===== src/rtl/ext_arb_pkg.sv =====
// rtl/ext_arb_pkg.sv - shared constants for the external bus arbiter
// Purpose: FSM state encoding, port index constants, statistics counter
//          width and a saturating increment helper used by ext_bus_arbiter.
// Ports:   none (package).
package ext_arb_pkg;

    localparam logic [1:0] IDLE  = 2'd0;
    localparam logic [1:0] ISSUE = 2'd1;
    localparam logic [1:0] WAIT  = 2'd2;
    localparam logic [1:0] DONE  = 2'd3;

    localparam logic PORT_A = 1'b0;
    localparam logic PORT_B = 1'b1;

    localparam int STAT_W = 16;

    function automatic logic [STAT_W-1:0] sat_inc(input logic [STAT_W-1:0] v);
        return (v == {STAT_W{1'b1}}) ? v : v + 1'b1;
    endfunction

endpackage


===== src/rtl/ext_arb_rr.sv =====
// rtl/ext_arb_rr.sv - combinational two-way round-robin pick
// Purpose: chooses between port A and port B; on a conflict the port that
//          did not hold the last grant wins.
// Ports:   req_a_i, req_b_i - request levels
//          last_i           - previous grant (PORT_A / PORT_B)
//          grant_o          - chosen port, meaningful when valid_o is high
//          valid_o          - at least one request present
module ext_arb_rr
    import ext_arb_pkg::*;
(
    input  logic req_a_i,
    input  logic req_b_i,
    input  logic last_i,
    output logic grant_o,
    output logic valid_o
);

    always_comb begin
        valid_o = req_a_i | req_b_i;
        if (req_a_i && req_b_i) begin
            grant_o = ~last_i;
        end else if (req_b_i) begin
            grant_o = PORT_B;
        end else begin
            grant_o = PORT_A;
        end
    end

endmodule


===== src/rtl/ext_bus_arbiter.sv =====
// rtl/ext_bus_arbiter.sv - two-port round-robin arbiter onto one external register bus
// Purpose: shares a fixed-read-latency ext register port between port A (host)
//          and port B (local sequencer); one transaction in flight, per-port
//          read data registers and one-cycle ack pulses.
// Ports:   clk, rst (sync, active high)
//          a_req/a_we/a_addr/a_wdata -> a_ack/a_rdata  : port A
//          b_req/b_we/b_addr/b_wdata -> b_ack/b_rdata  : port B
//          busy, owner                                  : status
//          ext_addr/ext_wdata/ext_we -> ext_rdata       : external module
// Option:  EXT_BUS_ARBITER_STATS_EN adds a_grant_cnt, b_grant_cnt, conflict_cnt.
module ext_bus_arbiter
    import ext_arb_pkg::*;
#(
    parameter int AW     = 2,
    parameter int DW     = 8,
    parameter int RD_LAT = 1
) (
    input  logic          clk,
    input  logic          rst,
    input  logic          a_req,
    input  logic          a_we,
    input  logic [AW-1:0] a_addr,
    input  logic [DW-1:0] a_wdata,
    output logic          a_ack,
    output logic [DW-1:0] a_rdata,
    input  logic          b_req,
    input  logic          b_we,
    input  logic [AW-1:0] b_addr,
    input  logic [DW-1:0] b_wdata,
    output logic          b_ack,
    output logic [DW-1:0] b_rdata,
    output logic          busy,
    output logic          owner,
    output logic [AW-1:0] ext_addr,
    output logic [DW-1:0] ext_wdata,
    output logic          ext_we,
    input  logic [DW-1:0] ext_rdata
`ifdef EXT_BUS_ARBITER_STATS_EN
    ,
    output logic [STAT_W-1:0] a_grant_cnt,
    output logic [STAT_W-1:0] b_grant_cnt,
    output logic [STAT_W-1:0] conflict_cnt
`endif
);

    // WAIT is entered with RD_LAT-1 so capture lands RD_LAT cycles after ISSUE
    localparam logic [3:0] LAT_LOAD = 4'(RD_LAT - 1);

    logic [1:0]    state_q,   state_d;
    logic [3:0]    lat_cnt_q, lat_cnt_d;
    logic          owner_q,   owner_d;
    logic          we_q,      we_d;
    logic [AW-1:0] addr_q,    addr_d;
    logic [DW-1:0] wdata_q,   wdata_d;
    logic [DW-1:0] a_rdata_q, a_rdata_d;
    logic [DW-1:0] b_rdata_q, b_rdata_d;

    logic grant;
    logic grant_valid;

    ext_arb_rr u_rr (
        .req_a_i (a_req),
        .req_b_i (b_req),
        .last_i  (owner_q),
        .grant_o (grant),
        .valid_o (grant_valid)
    );

    // State register
    always_ff @(posedge clk) begin
        if (rst) begin
            state_q   <= IDLE;
            lat_cnt_q <= '0;
            owner_q   <= PORT_B;
            we_q      <= 1'b0;
            addr_q    <= '0;
            wdata_q   <= '0;
            a_rdata_q <= '0;
            b_rdata_q <= '0;
        end else begin
            state_q   <= state_d;
            lat_cnt_q <= lat_cnt_d;
            owner_q   <= owner_d;
            we_q      <= we_d;
            addr_q    <= addr_d;
            wdata_q   <= wdata_d;
            a_rdata_q <= a_rdata_d;
            b_rdata_q <= b_rdata_d;
        end
    end

    // Next-state logic
    always_comb begin
        state_d   = state_q;
        lat_cnt_d = lat_cnt_q;
        owner_d   = owner_q;
        we_d      = we_q;
        addr_d    = addr_q;
        wdata_d   = wdata_q;
        a_rdata_d = a_rdata_q;
        b_rdata_d = b_rdata_q;
        case (state_q)
            IDLE: begin
                if (grant_valid) begin
                    owner_d = grant;
                    we_d    = (grant == PORT_B) ? b_we    : a_we;
                    addr_d  = (grant == PORT_B) ? b_addr  : a_addr;
                    wdata_d = (grant == PORT_B) ? b_wdata : a_wdata;
                    state_d = ISSUE;
                end
            end
            ISSUE: begin
                if (we_q) begin
                    state_d = DONE;
                end else begin
                    lat_cnt_d = LAT_LOAD;
                    state_d   = WAIT;
                end
            end
            WAIT: begin
                if (lat_cnt_q == 4'd0) begin
                    if (owner_q == PORT_B) begin
                        b_rdata_d = ext_rdata;
                    end else begin
                        a_rdata_d = ext_rdata;
                    end
                    state_d = DONE;
                end else begin
                    lat_cnt_d = lat_cnt_q - 4'd1;
                end
            end
            default: begin
                state_d = IDLE;
            end
        endcase
    end

    // Outputs
    always_comb begin
        busy      = (state_q != IDLE);
        owner     = owner_q;
        ext_we    = (state_q == ISSUE) && we_q;
        ext_addr  = addr_q;
        ext_wdata = wdata_q;
        a_ack     = (state_q == DONE) && (owner_q == PORT_A);
        b_ack     = (state_q == DONE) && (owner_q == PORT_B);
        a_rdata   = a_rdata_q;
        b_rdata   = b_rdata_q;
    end

`ifdef EXT_BUS_ARBITER_STATS_EN
    logic [STAT_W-1:0] a_grant_cnt_q;
    logic [STAT_W-1:0] b_grant_cnt_q;
    logic [STAT_W-1:0] conflict_cnt_q;

    always_ff @(posedge clk) begin
        if (rst) begin
            a_grant_cnt_q  <= '0;
            b_grant_cnt_q  <= '0;
            conflict_cnt_q <= '0;
        end else if (state_q == IDLE) begin
            if (grant_valid && (grant == PORT_A)) begin
                a_grant_cnt_q <= sat_inc(a_grant_cnt_q);
            end
            if (grant_valid && (grant == PORT_B)) begin
                b_grant_cnt_q <= sat_inc(b_grant_cnt_q);
            end
            if (a_req && b_req) begin
                conflict_cnt_q <= sat_inc(conflict_cnt_q);
            end
        end
    end

    assign a_grant_cnt  = a_grant_cnt_q;
    assign b_grant_cnt  = b_grant_cnt_q;
    assign conflict_cnt = conflict_cnt_q;
`endif

endmodule


===== config.mk =====
export PLATFORM = sky130hd
export DESIGN_NAME = ext_bus_arbiter
export DESIGN_NICKNAME = d
export VERILOG_FILES = /design/src/rtl/ext_arb_pkg.sv /design/src/rtl/ext_arb_rr.sv /design/src/rtl/ext_bus_arbiter.sv
export SDC_FILE = /design/constraint.sdc
export NUM_CORES = 1
export LEC_CHECK = 0
export CORE_ASPECT_RATIO = 1.2
export CORE_UTILIZATION = 37
export CTS_BUF_LIST = sky130_fd_sc_hd__clkbuf_16
export DETAILED_ROUTE_END_ITERATION = 6
export PLACE_DENSITY = 0.67
export SLEW_MARGIN = 15
export SYNTH_ARGS = -nofsm -noshare
export SYNTH_HDL_FRONTEND = slang
export SYNTH_SLANG_ARGS = --single-unit

===== constraint.sdc =====
create_clock -name clk -period 1.8 [get_ports clk]
set_input_delay 0.27 -clock clk [delete_from_list [all_inputs] [get_ports clk]]
set_output_delay 0.27 -clock clk [all_outputs]
set_load 0.005 [all_outputs]

# Yosys cells after proc, flatten, opt, wreduce, memory -nomap -nowiden
# Index checks and enable logic that the tools add are counted.
[word_totals]
regBits = 34
in_bits = 34
out_inout_bits = 31
wordCells = 43
[op_classes]
n_addsub = 1
eq_ne = 7
n_mux = 12
bitwise = 2
n_reduce_logical = 13
[ops]
columns = ["op", "count"]
rows = [
  ["AND reduction 3 bit", 3],
  ["two-way mux 4 bit", 2],
  ["two-way mux 8 bit", 1],
  ["!= test 2 bit (second input constant)", 4],
  ["case mux 4 bit (2 select lines)", 1],
  ["two-way mux 2 bit", 3],
  ["case mux 2 bit (3 select lines)", 1],
  ["== test 2 bit (second input constant)", 2],
  ["logical AND 1 bit", 4],
  ["zero test 4 bit", 1],
  ["two-way mux 1 bit", 4],
  ["AND reduction 2 bit", 2],
  ["nonzero test 2 bit", 2],
  ["subtractor 4 x 1 -> 4 bit (second input constant)", 1],
  ["== test 2 x 1 -> 1 bit (second input constant)", 1],
  ["zero test 2 bit", 1],
  ["NOT 1 bit", 1],
  ["OR 1 bit", 1],
]

# Depth between registers and ports, before layout
# Gate-level depths: netlist of the first run.
[depth]
word_depth = 3
mapped_depth = 8
mapped_depth_nobuf = 5

# By module
# Synthesis of the first run repeated with hierarchy kept, for this count alone.
[unflattened]
cells_unflattened = 169
hier_area_um2 = 1670.4
[modules_own_cells]
columns = ["mod", "instances", "cells_per_inst", "area_each_um2", "seq_area_each_um2"]
rows = [
  ["ext_bus_arbiter", 1, 167, 1656.6, 680.7],
  ["ext_arb_rr", 1, 2, 13.8, 0.0],
]

# Least setup slack after synthesis of the first run
# Ideal clock, no wire load.
[synth_path]
path_type = "reg-to-reg"
start = "register state_q[1]"
end = "register lat_cnt_q[3]"
setup_time_ps = 74
arrival_time_ps = 1557
required_ps = 1726
setup_slack_ps = 169
path_stages_with_launch = 7
path_buffers = 1
synth_period_minus_slack_ps = 1631
cell_sequence = "dfxtp_1 inv_1 ha_1 and2_1 clkbuf_1 or4_1 a31oi_1"
[synth_between]
elab_chain_cells = 3
elab_cells_between_ends = 7
cone_classes = "eq/ne: 4; mux: 1; reduce/logical: 2"
[synth_lines]
columns = ["item", "line", "rtl"]
rows = [
  ["from (decl)", "ext_bus_arbiter.sv:49", "logic [1:0] state_q, state_d;"],
  ["from (signal assigned)", "ext_bus_arbiter.sv:81", "state_q <= state_d;"],
  ["== test 2 bit / == test 2 x 1 -> 1 bit (equally long branches)", "ext_bus_arbiter.sv:102", "case (state_q)"],
  ["!= test 2 bit (no source line) / nonzero test 2 bit (equally long branches)", "-", ""],
  ["AND reduction 3 bit (no source line)", "-", ""],
  ["to (signal assigned)", "ext_bus_arbiter.sv:82", "lat_cnt_q <= lat_cnt_d;"],
  ["to (decl)", "ext_bus_arbiter.sv:50", "logic [3:0] lat_cnt_q, lat_cnt_d;"],
]
# Parallel ways exist; a longest one is shown, timed or not.
# A chain may end at the register's enable or synchronous reset.

# Worst setup path after layout of the first run
[layout_path]
start = "register state_q[0]"
end = "output b_ack"
[layout_between]
elab_chain_cells = 2
[layout_lines]
columns = ["item", "line", "rtl"]
rows = [
  ["== test 2 bit", "ext_bus_arbiter.sv:146", "b_ack = (state_q == DONE) && (owner_q == PORT_B);"],
  ["logical AND 1 bit", "ext_bus_arbiter.sv:146", ""],
  ["to (decl)", "ext_bus_arbiter.sv:30", "output logic b_ack,"],
]
# Every way passes these cells.

==> key figures, run 1 <==
Die
  • Core ar.: ~4000 sq um
  • Initial Util: 39.1%
  • Chip Height: between 70 and 80 um
  • Floorplan row count: 25
  • Width of the die: 61.2 um
  • Boundary Pins: 65
  • Die area: between 4000 and 5000 sq um

Global route
  • Pin count of the biggest net entering global routing: 23
  • Vias in the first global route: 1379
  • First-pass GRT wire length: around 6 mm
  • Initial antenna violation count: 0
  • Total global-route track usage: about 18%
  • Grt ovf: 0

Power and ir drop
  • Power Dens Cells: between 1000 and 1500 nW/um^2
  • Leak: 0.936 nW
  • Worst vdd ir: about 0.7 mV

Clock tree
  • TritonCTS clock tree: done
  • Postcts setup bufs: 0
  • Clk root buf: clkbuf_16
  • Worst skew pair latency: between 0.2 and 0.3 ns
  • # resized after CTS: 5
  • Clock-pin slew on the worst setup and hold paths: about 0.050 ns
  • # clock sinks: 34
  • H-tree lvl count: 2
  • Total CTS buffers: 5
  • CTS Hold Buffers Added: 0
  • CTS Buffer Depth: 2

Setup path
  • Startpoint Class: flop
  • CP Max Fanout: 4
  • Crit-path cells: ha_2, and2_1, clkdlybuf4s50_1
  • Crit Reg-Reg Endpoint: lat_cnt_q[3]
  • Required time worst endpoint: 1.53 ns
  • R2r worst-path depth: 5
  • CP max stage cell: clkdlybuf4s50_1
  • Worst r2r src: state_q[0]
  • CP peak stage delay: around 0.5 ns
  • Worst setup path class: flop to output pin
  • Setup slack, reg-to-reg: 0.19 ns
  • CP Capture Type: output pin
  • Critical Path AT: between 1 and 1.5 ns

Yosys
  • Synthesized flop and latch total: 34
  • Post-Syn Area: 1550 sq um
  • EDFF count, synth: 0
  • Synth unique cells: 32
  • Post-synth top area share: roughly 44%
  • Post-synthesis sequential area ratio: between 40 and 50%
  • Net Count, Synth: roughly 220
  • Synth Area per Inst: 8.63 sq um
  • Top_reg_cell synth: dfxtp_1
  • Synthesized instance count: between 150 and 200
  • Synth warn: 0
  • Asr flop ratio synth: 0%
  • Ranking of synthesized cells by area: dfxtp_1, o21ai_0, a21oi_1
  • Post-synth top area cell: dfxtp_1

Routing
  • Detail Route Antenna Nets: 0
  • Pre-antenna DRT Iters: 4
  • Vias per cell: 5.12
  • Iter 0 DRT Violations: 60
  • Final WL: approximately 3.8 mm
  • M1 WL: 1.62 mm
  • Met3 WL: about 360 um
  • DRC errors left: 0
  • Top layer in use: met4
  • Met2 WL: approximately 1.7 mm
  • Routed WL per cell: between 10 and 15 um
  • Vias: 1535

Min path
  • Hold path depth: 2
  • Hold EP: a_rdata[2]
  • Worst min-delay path class: flop to flop
  • Hold path start: a_rdata[2]

STA
  • Final Cycle Share: 95.2%
  • Final setup margin: roughly 0.086 ns
  • Worst Tran Pin Value: 0.422 ns
  • Max Freq: between 0.5 and 0.6 GHz
  • Number of setup violations in the final report: 0
  • Min Clock Period, post-route: between 1.5 and 2 ns
  • Setup_tns: 0 ns
  • Fin. Hold Viols: 0
  • RSZ-0062 raised after global routing: false
  • Rel. slew slack: a little under three quarters
  • Slew Limit Fails: 0
  • Skew final: between 0.002 and 0.003 ns

Run
  • Max-capacitance violation count: 0

Outcome
  • Status: completed

Cells and area
  • N_diodes: 0
  • Final nets: roughly 290
  • Share of cells above drive strength 1: slightly above 10%
  • Area grow syn2layout: 56.1%

Placed design
  • Dpl ws: 0.166 ns
  • Input/output buffers: 64
  • Placer Congestion: a little over 0.8
  • Hpwl dp: between 2 and 3 mm
state kept, by name (all words and copies together), names as in the netlist:
name and cells:
b_rdata 8, owner 1, lat_cnt_q 4, ext_wdata 8, a_rdata 8, state_q 2
we_q 1, ext_addr 2
power breakdown:
part           leakage (nW)  total [mW]  switching [mW]  internal (mW)
logic                 0.595        1.17           0.557          0.608
clock network        0.0632       0.769           0.278          0.490
registers             0.279        1.03          0.0996          0.929
total                 0.936        2.96           0.935           2.03
metal layers:
layer	vias to the layer above	GRT usage, %
li1	780	-
met1	678	21.1
met2	68	29.2
met3	9	7.98
met4	0	8.59
met5	-	0
worst max-delay path by stage:
stage	from	end	slack [ns]	cells past startpoint
after floorplan	state_q[1]	lat_cnt_q[3]	0.17	6
final	state_q[0]	b_ack	0.09	3
after global placement	state_q[1]	ext_we	0.20	4
after detailed placement	b_req	ext_wdata[6]	0.17	5
after global routing	state_q[0]	b_ack	0.004	3
after CTS	state_q[1]	ext_we	0.002	4
area by class of cell:
| class | instances | area, sq um |
|---|---|---|
| sequential | 34 | 683 |
| clock inverter | 1 | 3.75 |
| multi-input combinational | 125 | 797 |
| fill | 382 | 1550 |
| tap | 54 | 67.6 |
| clock buffer | 5 | 125 |
| inverter | 7 | 26.3 |
| timing repair buffer | 74 | 723 |
through the flow:
step / area [sq um] / total power, mW / hold WS (ns) / util [%] / std cells
after floorplan: 1550 / 1.61 / 0.418 / - / 180
after global placement: 2280 / 2.19 / 0.462 / 57.3 / 294
after detailed placement: 2280 / 2.20 / 0.467 / 57.3 / 294
after CTS: 2410 / 3.00 / 0.474 / 60.8 / 300
after global routing: 2430 / 3.17 / 0.495 / 61.1 / 300
final: 2430 / 2.96 / 0.472 / 61.1 / 300
cell usage in the layout, fill, tap and decap left out, types with 2 or more instances in the layout:
cell type | Yosys | layout
dlymetal6s2s_1 | 0 | 3
mux2i_1 | 13 | 13
ha_2 | 0 | 3
dfxtp_1 | 34 | 32
dfxtp_2 | 0 | 2
clkdlybuf4s50_1 | 0 | 61
ha_1 | 5 | 2
o21ai_0 | 30 | 30
nand3_1 | 17 | 17
a21oi_1 | 29 | 29
o31ai_1 | 2 | 2
clkbuf_16 | 0 | 5
inv_1 | 7 | 7
nor2_1 | 3 | 3
buf_4 | 1 | 10
nand2_1 | 6 | 6
nand4bb_1 | 2 | 2
logic make-up after synthesis:
logic type      share of synthesized area, %
flops                                   43.8
mux                                     8.37
buf+inv                                 5.56
compound gates                          24.3
simple gates                            13.9
fa+ha+maj                               4.03
critical path, delay by kind of cell (launching register included):
family / cells / cell delay (ns)
adders and majority gates: 1 / 0.20
buffers and inverters: 1 / 0.50
DFF: 1 / 0.35
and+or+nand+nor: 1 / 0.12
cell usage after synthesis (all sizes together) (2+ instances only):
| cell | number |
|---|---|
| buf | 6 |
| nand4bb | 2 |
| nor2 | 3 |
| inv | 7 |
| mux2i | 13 |
| nand2 | 6 |
| clkbuf | 8 |
| nand3 | 17 |
| o31ai | 2 |
| dfxtp | 34 |
| and2 | 2 |
| ha | 5 |
| o21ai | 30 |
| a21oi | 29 |
(Power assumes the default switching activity.)
==> run 2, diff against run 1 <==
CTS_CLUSTER_SIZE = 10   (was not set)
==> results of run 2 <==
Same layout as run 1: the final DEF is identical, and so are final timing and power.
==> run 3, diff against run 2 <==
CORE_MARGIN = 4   (was not set)
PLACE_DENSITY = 0.82   (was 0.67)
==> key figures, run 3 (synthesized netlist as in run 1, its figures left out) <==
Global route
  • Total global-route track usage: 16.0% (-2.5 points)
  • Initial antenna violation count: 0 (unchanged)
  • Grt ovf: 0 (unchanged)
  • Pin count of the biggest net entering global routing: 23 (unchanged)
  • Met2 Use GR: 26.1% (-3.2 points)
  • M3 GR Usage: 7.21% (-0.77 points)
  • Met1 GRT Util: 17.9% (-3.2 points)
  • Vias in the first global route: 1541 (+12%)
  • First-pass GRT wire length: 6.60 mm (+8.3%)
  • Most Crowded Layer GR: met2

Routing
  • Iter 0 DRT Violations: 115 (+92%)
  • Detail Route Antenna Nets: 0 (unchanged)
  • Routed WL per cell: 13.4 um (+5.7%)
  • Pre-antenna DRT Iters: 4 (unchanged)
  • Vias per cell: 5.23 (+2.2%)
  • Vias: 1584 (+3.2%)
  • Final WL: 4.05 mm (+6.8%)
  • DRC errors left: 0 (unchanged)

Power and ir drop
  • Leak: 0.949 nW (+1.4%)
  • Worst vdd ir: 0.922 mV (+30%)
  • Power Dens Cells: 1350 nW/um^2 (+10%)

STA
  • Final setup margin: 0.0578 ns (-0.0283 ns)
  • Worst Tran Pin Value: 0.409 ns (-0.0135 ns)
  • Final Cycle Share: 96.8% (+1.6 points)
  • Skew final: 0.00509 ns (+0.00215 ns)
  • Min Clock Period, post-route: 1.74 ns (+0.0283 ns)
  • Fin. Hold Viols: 0 (unchanged)
  • Slew Limit Fails: 0 (unchanged)
  • Number of setup violations in the final report: 0 (unchanged)
  • Max Freq: 0.574 GHz (-1.6%)
  • Rel. slew slack: 72.7% (+0.90 points)

Setup path
  • Startpoint Class: flop
  • CP Capture Type: output pin
  • CP Max Fanout: 4 (unchanged)
  • Required time worst endpoint: 1.53 ns (about the same)
  • Critical Path AT: 1.47 ns (+0.03 ns)
  • Worst setup path class: flop to output pin

Cells and area
  • N_diodes: 0 (unchanged)
  • Commonest non-fill, non-tap cells in the layout: clkdlybuf4s50_1, dfxtp_1, o21ai_0
  • Cell area after layout: 2510 sq um (+3.3%)
  • Area grow syn2layout: 61.3%
  • Most common cell after layout, fill and taps aside: clkdlybuf4s50_1
  • Share of cells above drive strength 1: 12.4% (+2.3 points)
  • Final nets: 287 (+0.35%)

Die
  • Width of the die: 67.2 um (+9.8%)
  • Boundary Pins: 65 (unchanged)
  • Chip Height: 79.0 um (+8.2%)
  • Die area: 5300 sq um (+19%)
  • Initial Util: 38.8% (-0.31 points)
  • Core ar.: 4000 sq um (+0.79%)
  • Floorplan row count: 25 (unchanged)

Placed design
  • Placer Congestion: 0.708 (-14%)
  • Hpwl dp: 3.08 mm (+9.9%)
  • Dpl ws: 0.169 ns (+0.00356 ns)
  • DP Area: 2280 sq um (+0.33%)
  • Input/output buffers: 64 (unchanged)

Outcome
  • Status: completed

Clock tree
  • Clock-pin slew on the worst setup and hold paths: 0.06 ns (about the same)
  • CTS Buffer Depth: 2 (unchanged)
  • TritonCTS clock tree: done
  • H-tree lvl count: 2 (unchanged)
  • Worst skew pair latency: 0.28 ns (about the same)
  • CTS Hold Buffers Added: 0 (unchanged)
  • Total CTS buffers: 5 (unchanged)
  • Postcts setup bufs: 0 (unchanged)
  • # clock sinks: 34 (unchanged)
  • Clk root buf: clkbuf_16

Min path
  • Worst min-delay path class: flop to flop

Run
  • Max-capacitance violation count: 0 (unchanged)
## run 3: what timing repair did
action	4_1_cts	5_1_grt
pin swaps	0	0
setup endpoints to repair	3	2
resized for setup	7	5
## run 3: routing by layer
layer,share of wire [%],vias up
met5,0,-
met4,1.3,0
met3,11,6
met2,47,75
met1,41,713
li1,-,790
## run 3: critical path, cell delays in order, from the launching register on
cell and delay (ns):
dfxtp_2 0.36, ha_2 0.21, and2_1 0.13, clkdlybuf4s50_1 0.50
## run 3: path summary, 6_finish.rpt
| path | startpoint | cells after the start | slack [ns] | to |
|---|---|---|---|---|
| max | state_q[0] | 3 | 0.06 | b_ack |
| min | a_rdata[6] | 2 | 0.47 | a_rdata[6] |
| max reg2reg | state_q[0] | 5 | 0.18 | lat_cnt_q[3] |
| min reg2reg | a_rdata[6] | 2 | 0.47 | a_rdata[6] |
## run 3: layout make-up
type | count | area [sq um]
fillers | 362 | 1500
multi-input cells | 125 | 810
repair buffers | 75 | 724
flip-flops and latches | 34 | 684
clock buffers | 5 | 125
clock inverters | 3 | 68.8
well taps | 54 | 67.6
inverters | 7 | 26.3
## run 3: through the flow
step | power (mW) | hold WS [ns] | cells | util [%] | setup TNS [ns]
6_report | 3.37 | 0.474 | 303 | 62.6 | 0
5_1_grt | 3.57 | 0.493 | 303 | 62.6 | -0.00663
4_1_cts | 3.36 | 0.475 | 303 | 62.1 | 0
3_5_place_dp | 2.21 | 0.467 | 295 | 57.1 | 0
3_3_place_gp | 2.19 | 0.460 | 295 | 57.1 | 0
2_1_floorplan | 1.61 | 0.418 | 180 | - | 0
## run 3: power breakdown
group,internal (mW),leakage [nW],switching [mW]
clock,0.795,0.0940,0.322
sequential,0.929,0.278,0.102
combinational,0.639,0.577,0.585
total,2.36,0.949,1.01
==> variant, RTL diff (flow settings as in run 3) <==
Change the parameter `DW` from 8 to 6.
--- a/src/rtl/ext_bus_arbiter.sv
+++ b/src/rtl/ext_bus_arbiter.sv
@@ -13,5 +13,5 @@
 #(
     parameter int AW     = 2,
-    parameter int DW     = 8,
+    parameter int DW     = 6,
     parameter int RD_LAT = 1
 ) (
Ports: changed (6 resized); port bits go from 65 to 53. No check against the original RTL was run, so the function may have changed too.
==> variant against run 3 <==
Final area shrank 18%; sequential cell count is 6 lower; cell count shrank 20%; wire length decreased by 22%; synthesized area decreased by 14%; count of clock-buffer cells in the layout is 2 lower; worst setup slack worse by 0.021 ns; synthesized cell count decreased by 16%; die area shrank 13%; total power decreased by 21%; critical endpoint is now a_ack; highest routed layer unchanged.
==> variant: results (changes against run 3) <==
| Metric | Value |
|---|---|
| Clock Latency Late Sink | 0.26 ns (-0.02 ns) |
| Synth warn | 0 (unchanged) |
| Synthesized net count | 184 (-16%) |
| Synth Area in Compound Gates | 22.8% (-1.5 points) |
| Leak Pwr | 0.757 nW (-20%) |
| RR Startpoint | lat_cnt_q[0] |
| Reg2reg path depth | 5 (unchanged) |
| Max_slew headroom | 72.5% (-0.24 points) |
| Largest net degree at the start of global routing | 19 (-17%) |
| Crit-path max FO | 4 (unchanged) |
| Share of layout cells above drive strength 1 | 10.8% (-1.7 points) |
| Worst VDD drop | 0.630 mV (-32%) |
| DR vias | 1275 (-20%) |
| GP Congestion | 0.857 (+21%) |
| Critical R2R Capture | state_q[1] |
| Share of flip-flops with an asynchronous set or reset | 0% (unchanged) |
| Root buffer cell | clkbuf_16 |
| Min Tclk post-route | 1.76 ns (+0.0212 ns) |
| Netlist cell types | 34 (+6.3%) |
| Global-route wire length before repair | 5220 um (-21%) |
| Commonest cells in the netlist | 28 x dfxtp_1, 14 x a21oi_1, 12 x nand3_1, 12 x nor2_1 |
| Fraction of synthesized area in multiplexers | 8.29% (-0.087 points) |
| Critical Path Start | state_q[1] |
| Max Root-Sink Buffers | 2 (unchanged) |
| R2R setup slack | 0.19 ns |
| N_diodes | 0 (unchanged) |
| Place WS | 0.169 ns (-0.000515 ns) |
| Setup Skew | 0.00289 ns (-0.00220 ns) |
| TritonCTS buffer count | 3 (-2) |
| Sequential-to-total area share from yosys stat | 42.2% (-1.6 points) |
| Clock Pin Slew Worst Setup and Hold Paths | 0.07 ns |
| IO Port Bufs | 52 (-19%) |
| Synth Area in Adders | 4.71% (+0.68 points) |
| Final net count | 238 (-17%) |
| Slowest cell on crit path | clkdlybuf4s50_1 |
| Total routed wirelength | 3160 um (-22%) |
| Fillers | 287 (-21%) |
| CP peak stage delay | 0.50 ns (about the same) |
| Hold Path Class | reg2reg |
| Overall Global Routing Usage | 14.0% (-1.9 points) |
| Status | complete, no violations |
| H-tree depth | 1 (-1) |
| Post-CTS Setup Bufs | 0 (unchanged) |
| Critical Path End | a_ack |
| First-pass DRT Iterations | 4 (unchanged) |
| Largest cells by area after synthesis | dfxtp_1 42%, mux2i_1 8.3%, a21oi_1 5.3%, a211oi_1 5.1%, ha_1 4.7% |
| CP delay by family, top | buffers and inverters |
| CP arrival | 1.49 ns (+0.02 ns) |
| Vias in the first global route | 1193 (-23%) |
| DR iter-0 viols | 39 (-66%) |
| Number of antenna violations at the first check in global routing | 0 (unchanged) |
| Detailed placer's ending HPWL | 2360 um (-23%) |
| Post-Synth XOR/XNOR Area | 0% (unchanged) |
## variant: cell count changes in the layout (fill, tap and decap cells not counted), moves of 9 or more
cell / delta
a211oi_1: +9
o21ai_0: -28
a21oi_1: -15
clkdlybuf4s50_1: -10
o21ai_1: +11
nor2_1: +9
## variant: timing repair
item	in CTS	in global routing
endpoints found under the setup margin	2	3
gates resized for setup	7	7
hold endpoints to repair	0	0
## variant: final cells by class
class	count	share of cell area, %
Clock buffer	3	3.66
Clock inverter	1	1.46
Inverter	9	1.77
Multi-Input combinational cell	103	35.0
Sequential cell	28	27.5
Tap cell	37	2.25
Timing Repair Buffer	60	28.3
## variant: worst min path at each step
stage                            start         end  cells past startpoint  slack, ns
after CTS                   a_rdata[5]  a_rdata[5]                      2       0.48
after global routing        b_rdata[4]  b_rdata[4]                      2       0.52
after detailed placement    a_rdata[5]  a_rdata[5]                      2       0.47
final                       a_rdata[5]  a_rdata[5]                      2       0.48
after global placement      a_rdata[5]  a_rdata[5]                      2       0.47
after floorplan           ext_rdata[0]  a_rdata[0]                      2       0.43
## variant: per-stage QoR
stage               std cells  instance area [um2]
global route              241                 2050
CTS                       241                 2030
finish                    241                 2050
floorplan                 151                 1330
detailed placement        237                 1910
global placement          237                 1910
## variant: power by group
group	leakage, nW	internal [mW]	switching, mW
Clock	0.0511	0.443	0.210
Sequential	0.230	0.771	0.107
Combinational	0.476	0.586	0.543
Total	0.757	1.80	0.860
## variant: kinds of logic after synthesis
| group | Yosys count |
|---|---|
| AND/OR/NAND/NOR | 39 |
| multiplexers | 11 |
| AO/OA/AOI/OAI | 48 |
| adder cells (fa/ha/maj) | 5 |
| buffers and inverters | 20 |
| flip-flops | 28 |
## variant: worst register-to-register path: stages, from the launching register on
cell and delay, ns:
dfxtp_1 0.32, inv_1 0.09, ha_1 0.26, or3b_1 0.43, a22o_1 0.25, mux2i_1 0.14
## variant: per-layer routing
layer	track usage (%)	vias to the layer above	part of all wire, %
li1	-	651	-
met1	15.1	580	41
met2	25.6	42	49
met3	5.20	2	8.9
met4	4.41	0	0.60
met5	0	-	0
